### src/rtl/validator_sched_pkg.sv
// Shared types and helpers for the validator scheduler.
// Provides data widths, the tag bundle and a saturating increment.
package validator_sched_pkg;

  localparam int TXN_W     = 128;
  localparam int HASH_W    = 128;
  localparam int SRC_MAX_W = 4;

  // src is sized for the largest supported requester count (16);
  // narrower configurations leave the upper bits at zero.
  typedef struct packed {
    logic                 tv;
    logic [SRC_MAX_W-1:0] src;
  } tag_t;

  function automatic logic [31:0] sat_inc(
    input logic [31:0] v,
    input logic [31:0] max
  );
    return (v >= max) ? max : v + 32'd1;
  endfunction

endpackage

### src/rtl/validator_scheduler_rr_arbiter.sv
// Round-robin arbiter with an internal rotating priority pointer.
// Ports: clk, rst, en, req[N] in; one-hot gnt[N] and binary idx out.
module rr_arbiter #(
  parameter  int N = 4,
  localparam int W = $clog2(N)
) (
  input  logic         clk,
  input  logic         rst,
  input  logic         en,
  input  logic [N-1:0] req,
  output logic [N-1:0] gnt,
  output logic [W-1:0] idx
);

  logic [W-1:0] ptr;
  logic [W:0]   c;
  logic         found;

  // Walk from ptr upward, wrapping, and take the first requester.
  always_comb begin
    gnt   = '0;
    idx   = '0;
    found = 1'b0;
    c     = '0;
    for (int i = 0; i < N; i++) begin
      c = {1'b0, ptr} + (W+1)'(i);
      if (c >= (W+1)'(N)) c = c - (W+1)'(N);
      if (en && !found && req[c[W-1:0]]) begin
        found          = 1'b1;
        gnt[c[W-1:0]]  = 1'b1;
        idx            = c[W-1:0];
      end
    end
  end

  always_ff @(posedge clk or posedge rst) begin
    if (rst) begin
      ptr <= '0;
    end else if (found) begin
      ptr <= (idx == W'(N-1)) ? '0 : idx + 1'b1;
    end
  end

endmodule

### src/rtl/validator_scheduler.sv
// Shares one validator pipeline between N_REQ sources round-robin.
// Ports: req_* in/out, val_* to/from validator, res_* out, stats, err.
module validator_scheduler
  import validator_sched_pkg::*;
#(
  parameter  int N_REQ    = 4,
  parameter  int PIPE_LAT = 3,
  parameter  int CNT_W    = 16,
  localparam int SRC_W    = $clog2(N_REQ)
) (
  input  logic                   clk,
  input  logic                   rst,
  input  logic                   en,
  input  logic [N_REQ-1:0]       req_valid,
  input  logic [N_REQ*TXN_W-1:0] req_data,
  output logic [N_REQ-1:0]       req_ready,
  output logic                   val_valid,
  output logic [TXN_W-1:0]       val_data,
  input  logic                   val_o_valid,
  input  logic [HASH_W-1:0]      val_o_hash,
  output logic                   res_valid,
  output logic [HASH_W-1:0]      res_hash,
  output logic [SRC_W-1:0]       res_src,
  output logic                   err_orphan,
  input  logic                   err_clr,
  output logic [CNT_W-1:0]       issue_cnt,
  output logic [CNT_W-1:0]       pass_cnt,
  output logic [CNT_W-1:0]       drop_cnt
);

  localparam logic [31:0] CNT_MAX =
    32'((64'd1 << CNT_W) - 64'd1);
  localparam int WC_W = $clog2(PIPE_LAT + 1);

  logic [N_REQ-1:0] gnt;
  logic [SRC_W-1:0] gidx;
  logic             issue;
  logic [SRC_W-1:0] src_q;
  tag_t             tag_q [PIPE_LAT];
  tag_t             last;
  logic             hit;
  logic             drop;
  logic             orphan;
  logic [WC_W-1:0]  wcnt;
  logic             warm;

  rr_arbiter #(
    .N (N_REQ)
  ) u_arb (
    .clk (clk),
    .rst (rst),
    .en  (en),
    .req (req_valid),
    .gnt (gnt),
    .idx (gidx)
  );

  assign issue     = |gnt;
  assign req_ready = gnt;

  always_ff @(posedge clk or posedge rst) begin
    if (rst) begin
      val_valid <= 1'b0;
      val_data  <= '0;
      src_q     <= '0;
    end else begin
      val_valid <= issue;
      if (issue) begin
        val_data <= req_data[int'(gidx)*TXN_W +: TXN_W];
        src_q    <= gidx;
      end
    end
  end

  // Stage 0 captures the issue register, so the last stage lines up
  // with the validator output PIPE_LAT cycles after val_valid.
  always_ff @(posedge clk or posedge rst) begin
    if (rst) begin
      for (int i = 0; i < PIPE_LAT; i++) tag_q[i] <= '0;
    end else begin
      tag_q[0].tv  <= val_valid;
      tag_q[0].src <= SRC_MAX_W'(src_q);
      for (int i = 1; i < PIPE_LAT; i++) tag_q[i] <= tag_q[i-1];
    end
  end

  assign last   = tag_q[PIPE_LAT-1];
  assign warm   = wcnt < WC_W'(PIPE_LAT);
  assign hit    = last.tv & val_o_valid;
  assign drop   = last.tv & ~val_o_valid;
  assign orphan = ~last.tv & val_o_valid & ~warm;

  // Validator outputs still in flight from before reset land here
  // untagged; the warm-up window keeps them from raising err_orphan.
  always_ff @(posedge clk or posedge rst) begin
    if (rst) begin
      wcnt <= '0;
    end else if (warm) begin
      wcnt <= wcnt + 1'b1;
    end
  end

  always_ff @(posedge clk or posedge rst) begin
    if (rst) begin
      res_valid <= 1'b0;
      res_hash  <= '0;
      res_src   <= '0;
    end else begin
      res_valid <= hit;
      if (hit) begin
        res_hash <= val_o_hash;
        res_src  <= last.src[SRC_W-1:0];
      end
    end
  end

  always_ff @(posedge clk or posedge rst) begin
    if (rst) begin
      err_orphan <= 1'b0;
    end else if (orphan) begin
      err_orphan <= 1'b1;
    end else if (err_clr) begin
      err_orphan <= 1'b0;
    end
  end

  always_ff @(posedge clk or posedge rst) begin
    if (rst) begin
      issue_cnt <= '0;
      pass_cnt  <= '0;
      drop_cnt  <= '0;
    end else begin
      if (issue)
        issue_cnt <= CNT_W'(sat_inc(32'(issue_cnt), CNT_MAX));
      if (hit)
        pass_cnt  <= CNT_W'(sat_inc(32'(pass_cnt), CNT_MAX));
      if (drop)
        drop_cnt  <= CNT_W'(sat_inc(32'(drop_cnt), CNT_MAX));
    end
  end

endmodule

### config.mk
export PLATFORM = sky130hd
export DESIGN_NAME = validator_scheduler
export DESIGN_NICKNAME = d
export VERILOG_FILES = /design/src/rtl/validator_sched_pkg.sv /design/src/rtl/validator_scheduler_rr_arbiter.sv /design/src/rtl/validator_scheduler.sv
export SDC_FILE = /design/constraint.sdc
export NUM_CORES = 1
export LEC_CHECK = 0
export CAP_MARGIN = 20
export CORE_AREA = 4 4 368 370
export CTS_BUF_LIST = sky130_fd_sc_hd__clkbuf_8 sky130_fd_sc_hd__clkbuf_16
export CTS_CLUSTER_DIAMETER = 100
export CTS_CLUSTER_SIZE = 10
export DETAILED_ROUTE_END_ITERATION = 6
export DIE_AREA = 0 0 372 374
export HOLD_SLACK_MARGIN = 0.03
export PLACE_DENSITY = 0.33
export SYNTH_ARGS = -nofsm -noshare
export SYNTH_HDL_FRONTEND = slang
export SYNTH_SLANG_ARGS = --single-unit
### constraint.sdc
create_clock -name clk -period 15.8 [get_ports clk]
set_input_delay 4.74 -clock clk [delete_from_list [all_inputs] [get_ports clk]]
set_output_delay 4.74 -clock clk [all_outputs]
set_load 0.02 [all_outputs]
* Word level (Yosys, flattened, before mapping)
Index checks and enable logic that the tools add are counted. W data, S select, Z words.
Cells by class: $add $sub $neg 12, multipliers 0, divide/modulo/power cells 0, magnitude comparators 16, eq/ne operators 1, shifts and indexed selects 1, mux-type cells 38, bitwise logic cells 10, reduce and logical (&&, ||, !) cells 16
Operators with widths (number):
- $shiftx A512 B10 Y128 | 1
- $add A16 B1 Y16 const B | 3
- $ge A16 B16 Y1 const B | 3
- $mux W16 | 3
- $mux W2 | 9
- $mux W4 | 4
- $mux W1 | 14
- $lt A2 B3 Y1 const B | 4
- $or A4 B4 Y4 | 3
- $logic_and A1 B1 Y1 | 11
- $ge A3 B3 Y1 const B | 3
- $bmux W1 S2 | 4
- $demux W1 S2 | 4
- $ge A2 B1 Y1 const B | 4
- $sub A2 B1 Y2 const B | 4
- $add A2 B2 Y3 const B | 2
- $add A2 B1 Y2 const B | 2
- $and A1 B1 Y1 | 4
- $reduce_or A4 Y1 | 1
- $add A2 B1 Y3 const B | 1
- $ge A2 B3 Y1 const B | 1
- $logic_not A1 Y1 | 3
- $not A1 Y1 | 3
- $eq A2 B2 Y1 const B | 1
- 2 further kinds | 2
Storage, ports and cells: register bits 324, latch bits 0, bits in writable memories 0, memory bits (read-only) 0, input bits 649, output and inout port bits 313, logic and storage cells 112, memories kept 0

* Depth between registers and ports, before layout
Gate-level depths: netlist of run 1.
depth after elaboration 20, gate-level depth with buffers 15, gate-level depth less buffers 10

* Cells and area by module
A second synthesis of run 1 with hierarchy kept.
Unflattened totals: cells, all modules 1325, area, all modules 16092.9 um^2
Modules (own cells, without submodules):
- validator_scheduler | instances 1, cells each 1259, area each 15523.6 um^2
- rr_arbiter | instances 1, cells each 66, area each 569.3 um^2

* Worst setup path after synthesis of run 1
Ideal clock, no wire load.
path type input to output, start input req_valid[1], end output req_ready[3], data arrival time 6265 ps, data required time 11060 ps, setup slack 4795 ps, stages on the path 7, buffers on the path 2, cells stage by stage buf_6 -> mux4_2 -> nand2b_1 -> and4_1 -> buf_2 -> a222oi_1 -> inv_1
On the way: cells in the longest elaborated chain, start to end 16, elaborated cells between the ends (all ways) 28
RTL lines:
- start, declared | line validator_scheduler.sv:14 | input logic [N_REQ-1:0] req_valid,
- $bmux W1 S2 | line validator_scheduler_rr_arbiter.sv:28 | if (en && !found && req[c[W-1:0]]) begin
- $mux W1 (implied by the code) | line validator_scheduler_rr_arbiter.sv:28
- $logic_and A1 B1 Y1 | line validator_scheduler_rr_arbiter.sv:28
- $mux W1 | line validator_scheduler_rr_arbiter.sv:28
- $logic_not A1 Y1 | line validator_scheduler_rr_arbiter.sv:28
- $logic_and A1 B1 Y1 (2 in series) | line validator_scheduler_rr_arbiter.sv:28
- $mux W1 | line validator_scheduler_rr_arbiter.sv:28
- $logic_not A1 Y1 | line validator_scheduler_rr_arbiter.sv:28
- $logic_and A1 B1 Y1 (2 in series) | line validator_scheduler_rr_arbiter.sv:28
- $mux W1 | line validator_scheduler_rr_arbiter.sv:28
- $logic_not A1 Y1 | line validator_scheduler_rr_arbiter.sv:28
- $logic_and A1 B1 Y1 (2 in series) | line validator_scheduler_rr_arbiter.sv:28
- $mux W4 (*) | line validator_scheduler_rr_arbiter.sv:28
- end, declared | line validator_scheduler.sv:16 | output logic [N_REQ-1:0] req_ready,
Mark *: on every way between the ends. The rest lies on a longest branch, timed or not. The select of a mux whose other input is x is not followed.

* Worst setup path after layout of run 1
start input req_valid[3], end output req_ready[2]
Same word-level chain as after synthesis.

==> results.sh, run 1 <==
export IMPL_reg2reg_from="u_arb.ptr[0]$_DFFE_PP0P_"
export IMPL_pin_count=962
export IMPL_hold_end="last[1]$_DFF_PP0_"
export IMPL_p_per_area_nw_per_um2=195
export IMPL_ys_warn_count=0
export IMPL_final_cells=4603
export IMPL_grt_max_degree=169
export IMPL_cp_max_fo=12
export IMPL_via_count=18100
export IMPL_layout_nets=3459
export IMPL_synthCells=1954
export IMPL_grt_pass1_vias=19000
export IMPL_worst_pin_slew_ns=1.08
export IMPL_ant_nets=0
export IMPL_r2r_end="val_data[28]$_DFFE_PP0P_"
export IMPL_synth_avg_cell_area_um2=8.81
export IMPL_drt_iter0_drc=895
export IMPL_rsz0062_at_grt="false"
export IMPL_place_congestion=0.756
export IMPL_wl_per_cell_um=23.6
export IMPL_fin_crit_ns=12.33
export IMPL_dieArea_um2=139000
export IMPL_fmax_mhz=81.1
export IMPL_worst_path_max_delay_cell="mux4_2"
export IMPL_insertion_delay_ns=0.59
export IMPL_drc=0
export IMPL_post_cts_setup_buffer_count=0
export IMPL_synth_edf_count=0
export IMPL_postCtsHoldBufs=0
export IMPL_hold_depth=0
export IMPL_viasPerCell=3.94
export IMPL_arrival_ns=7.59
export IMPL_routed_wl_um=109000
export IMPL_tns_ns=0
export IMPL_post_route_util_pct=22.4
export IMPL_syn_cell_area_um2=17200
export IMPL_cts_tree="done"
export IMPL_maxCapViolations=0
export IMPL_die_h_um=374
export IMPL_cts_root_buf="clkbuf_16"
export IMPL_slowest_delay_ns=0.66
export IMPL_dieWidth_um=372
export IMPL_h_tree_depth=2
export IMPL_r2r_slack_ns=10.05
export IMPL_grt_util_all_layers_pct=14.9
export IMPL_cts_resized=0
export IMPL_slew_headroom_pct=27.8
export IMPL_worstPathRequired_ns=11.06
export IMPL_vdd_drop_max_mv=0.279
export IMPL_fp_row_count=134
export IMPL_ys_seq_area_share_pct=47.1
export IMPL_path_common_cell="clkdlybuf4s50_1"
export IMPL_final_period_utilization_pct=78.0
export IMPL_power_leakage_nw=12.4
export IMPL_setup_viol_count_final=0
export IMPL_core_area_um2=133000
export IMPL_antenna_found_initial=44
export IMPL_clkTransAtPathRegs_ns=0.06
export IMPL_start_util_pct=13.0
export IMPL_yosys_most_used_dff="dfrtp_1"
export IMPL_maxSlewViolCount=0
export IMPL_grt_pass1_wl_um=150000
export IMPL_async_flop_share_pct=100
export IMPL_hp_start="tag_q[6]$_DFF_PP0_"
export IMPL_cts_buffers_inserted=41
export IMPL_port_buffers=961
export IMPL_drt_pass1_iter_count=5
export IMPL_place_hpwl_um=82000
export IMPL_cts_sinks=324
export IMPL_min_path_type="reg -> reg"
export IMPL_synth_cell_types=48
export IMPL_path_cells="clkdlybuf4s50_1, mux4_2, nand2b_1, and4_1, a222oi_1, inv_1, clkdlybuf4s50_1"
export IMPL_worst_setup_path_start_kind="input pin"
export IMPL_place_inst=4523
export IMPL_hold_viol_final=0
export IMPL_worst_setup_path_type="in -> out"
export IMPL_worst_setup_path_end_kind="output pin"
export IMPL_ys_ff_latch=324
export IMPL_finClkSkew_ns=0.0174
export IMPL_drive_gt1_share_pct=3.74
export IMPL_area_growth_syn_to_layout_pct=72.7
export IMPL_status="finished, final reports clean"
export IMPL_grt_overflow=0
export IMPL_synth_nets=2615
export IMPL_r2r_cells=11
export IMPL_clockBufferDepth=3
[layout by cell type, fill, tap and decap left out, types with 3 or more instances in the layout]
master | synthesis | routed
xor2_1 | 10 | 10
a31oi_1 | 3 | 3
a21oi_1 | 22 | 22
and3_1 | 269 | 269
inv_6 | 0 | 4
clkbuf_16 | 0 | 42
clkbuf_8 | 0 | 3
inv_1 | 18 | 19
mux2_2 | 11 | 11
diode_2 | 0 | 27
buf_4 | 7 | 18
and4_1 | 6 | 5
nand4_1 | 8 | 8
nand2_1 | 585 | 582
nand3_1 | 17 | 17
o31ai_1 | 129 | 129
buf_12 | 0 | 5
nand2b_1 | 6 | 6
mux2_4 | 3 | 3
a211oi_1 | 256 | 255
nor2_1 | 19 | 19
mux4_2 | 3 | 3
xnor2_1 | 11 | 11
nor3_1 | 8 | 8
nand2_4 | 0 | 3
o211ai_1 | 3 | 3
a222oi_1 | 4 | 4
o21ai_0 | 11 | 11
mux2i_1 | 3 | 3
dfrtp_1 | 324 | 324
clkdlybuf4s50_1 | 0 | 961
ha_1 | 12 | 12
[cell type report]
type                            count  area (um2)
Antenna cell                       27        67.6
Clock buffer                       45        1090
Clock inverter                      8        78.8
Fill cell                       14600      103000
Inverter                           20        85.1
Multi-Input combinational cell   1427        8210
Sequential cell                   324        8110
Tap cell                         1768        2210
Timing Repair Buffer              984        9850
[logic make-up after synthesis]
family	synth area share [%]
compound gates	18.7
buf+inv	5.43
flops	47.1
fa+ha+maj	0.873
xor+xnor	1.07
mux	1.61
simple gates	25.1
[cell usage after synthesis (all sizes together), types with 10 or more instances]
library cell,n,area (um2)
inv,20,75.1
clkbuf,113,424
xnor2,11,96.3
a21oi,22,110
o21ai,11,55.1
o31ai,129,968
mux2,15,180
buf,70,435
and3,269,1680
xor2,10,87.6
dfrtp,324,8110
nand3,17,85.1
a211oi,256,1920
nor2,19,71.3
ha,12,150
nand2,586,2200
[how the worst max path moves through the flow]
stage	cells after the start	start	endpoint	slack [ns]
after global routing	7	req_valid[3]	req_ready[2]	3.35
after global placement	7	req_valid[3]	req_ready[2]	3.47
after CTS	7	req_valid[3]	req_ready[2]	3.49
after floorplan	1	rst	drop_cnt[0]$_DFFE_PP0P_	2.09
after detailed placement	7	req_valid[3]	req_ready[2]	3.49
final	7	req_valid[3]	req_ready[2]	3.47
[through the flow]
| stage | power, mW | hold WS (ns) | cell area [um2] | setup slack [ns] |
|---|---|---|---|---|
| floorplan | 3.35 | 0.331 | 17200 | 2.09 |
| CTS | 5.96 | 0.349 | 29600 | 3.49 |
| global route | 6.24 | 0.358 | 29700 | 3.35 |
| global placement | 5.00 | 0.336 | 28500 | 3.47 |
| detailed placement | 5.00 | 0.335 | 28500 | 3.49 |
| finish | 5.79 | 0.347 | 29700 | 3.47 |
[where the power goes]
group          total (mW)  internal (mW)  switching, mW
Clock               0.910          0.492          0.418
Sequential           1.45           1.22          0.236
Combinational        3.43           1.34           2.09
Total                5.79           3.05           2.74
[routing by layer]
metal	up-vias	GRT usage, %	share of wire [%]
met3	128	5.20	8.3
met4	14	4.66	2.8
met1	8650	17.3	40
met5	-	0	0.076
met2	652	25.7	49
li1	8684	-	-
[critical path: cells and delay by family]
kind            cells  cell delay (ns)
compound gates      1             0.47
buf+inv             3             1.23
mux                 1             0.66
simple gates        2             0.47
[flip-flops by register name, indices dropped and copies added, names as in the netlist]
signal      flops
res_hash      128
val_data      128
drop_cnt       16
issue_cnt      16
pass_cnt       16
tag_q           6
last            3
res_src         2
src_q           2
u_arb.ptr       2
wcnt            2
err_orphan      1
res_valid       1
val_valid       1
Note: power is estimated with default switching activity, not from simulation.
==> run 2, diff against run 1 <==
==> constraint.sdc (replaced) <==
create_clock -name clk -period 11.9 [get_ports clk]
set_input_delay 3.57 -clock clk [delete_from_list [all_inputs] [get_ports clk]]
set_output_delay 3.57 -clock clk [all_outputs]
set_load 0.02 [all_outputs]
==> results.sh, run 2 (synthesized netlist as in run 1, its figures left out) <==
export IMPL_maxCapViolations=0
export IMPL_grt_max_degree=159
export IMPL_cts_buffers_inserted=40
export IMPL_grt_util_all_layers_pct=14.7
export IMPL_core_area_um2=133000
export IMPL_fmax_mhz=100
export IMPL_finClkSkew_ns=0.0200
export IMPL_drive_gt1_share_pct=3.70
export IMPL_min_path_type="reg -> reg"
export IMPL_place_inst=4525
export IMPL_port_buffers=961
export IMPL_antenna_found_initial=49
export IMPL_top_regs="res_hash (128), val_data (128)"
export IMPL_place_congestion=0.771
export IMPL_dieWidth_um=372
export IMPL_dieArea_um2=139000
export IMPL_r2r_slack_ns=6.09
export IMPL_worst_pin_slew_ns=1.24
export IMPL_final_cells=4595
export IMPL_cts_sinks=324
export IMPL_h_tree_depth=2
export IMPL_arrival_ns=6.40
export IMPL_grt_pass1_wl_um=149000
export IMPL_layout_nets=3460
export IMPL_cp_max_fo=12
export IMPL_final_cell_mix="clkdlybuf4s50_1, nand2_1, dfrtp_1, and3_1, a211oi_1"
export IMPL_postCtsHoldBufs=0
export IMPL_cts_root_buf="clkbuf_16"
export IMPL_grt_pass1_vias=18900
export IMPL_insertion_delay_ns=0.59
export IMPL_vdd_drop_max_mv=0.411
export IMPL_slew_headroom_pct=16.8
export IMPL_rsz0062_at_grt="false"
export IMPL_setup_viol_count_final=0
export IMPL_r2r_cells=11
export IMPL_worst_setup_path_type="in -> out"
export IMPL_routed_wl_um=107000
export IMPL_fin_crit_ns=9.97
export IMPL_final_period_utilization_pct=83.8
export IMPL_viasPerCell=3.96
export IMPL_post_cts_setup_buffer_count=0
export IMPL_cts_resized=0
export IMPL_via_count=18200
export IMPL_ant_nets=0
export IMPL_tns_ns=0
export IMPL_hold_viol_final=0
export IMPL_drt_pass1_iter_count=7
export IMPL_wl_per_cell_um=23.4
export IMPL_worstPathRequired_ns=8.33
export IMPL_power_leakage_nw=12.4
export IMPL_grt_overflow=0
export IMPL_hold_depth=0
export IMPL_maxSlewViolCount=0
export IMPL_drc=0
export IMPL_die_h_um=374
export IMPL_pin_count=962
export IMPL_area_growth_syn_to_layout_pct=72.3
export IMPL_clockBufferDepth=3
export IMPL_p_per_area_nw_per_um2=258
export IMPL_final_common_cell="clkdlybuf4s50_1"
export IMPL_fp_row_count=134
export IMPL_clkTransAtPathRegs_ns=0.06
export IMPL_place_hpwl_um=81400
export IMPL_worst_setup_path_start_kind="input pin"
export IMPL_cts_tree="done"
export IMPL_start_util_pct=13.0
export IMPL_status="finished, final reports clean"
export IMPL_drt_iter0_drc=878
export IMPL_worst_setup_path_end_kind="output pin"
-- run 2: critical path, cell delays in order --
cell	delay, ns
clkdlybuf4s50_1	0.59
mux4_2	0.66
nand2b_1	0.21
and4_1	0.27
a222oi_1	0.47
inv_1	0.08
clkdlybuf4s50_1	0.55
-- run 2: path summary, 6_finish.rpt --
path / to / from
worst max-delay path: req_ready[3] / req_valid[3]
worst min-delay path: tag_q[6]$_DFF_PP0_ / tag_q[11]$_DFF_PP0_
worst max register to register: val_data[25]$_DFFE_PP0P_ / u_arb.ptr[0]$_DFFE_PP0P_
worst min register to register: tag_q[6]$_DFF_PP0_ / tag_q[11]$_DFF_PP0_
max in group asynchronous: res_hash[106]$_DFFE_PP0P_ / rst
min in group asynchronous: pass_cnt[11]$_DFFE_PP0P_ / rst
-- run 2: through the flow --
step	instance area [um2]	util (%)	setup WS, ns	hold WS (ns)	total power, mW
after floorplan	17200	-	3.23	0.331	4.45
after global routing	29600	22.3	1.71	0.359	8.25
after global placement	28500	21.5	1.93	0.336	6.63
after detailed placement	28500	21.5	1.90	0.340	6.63
after CTS	29600	22.3	1.89	0.354	7.88
final	29600	22.4	1.93	0.351	7.65
-- run 2: layout make-up --
class / instances / area, um2
fillers: 14600 / 103000
repair buffers: 986 / 9860
multi-input cells: 1427 / 8210
flip-flops and latches: 324 / 8110
well taps: 1768 / 2210
clock buffers: 43 / 1040
clock inverters: 9 / 87.6
inverters: 20 / 81.3
diodes: 18 / 45.0
-- run 2: per-layer routing --
metal	track usage (%)	wire length [um]	vias to the layer above
met2	25.1	51600	644
met3	5.59	9710	163
li1	-	-	8684
met4	4.14	3440	30
met5	0	221	-
met1	17.0	42400	8656
-- run 2: power breakdown --
part / switching (mW) / internal (mW)
sequential: 0.316 / 1.62
clock: 0.543 / 0.642
combinational: 2.76 / 1.77
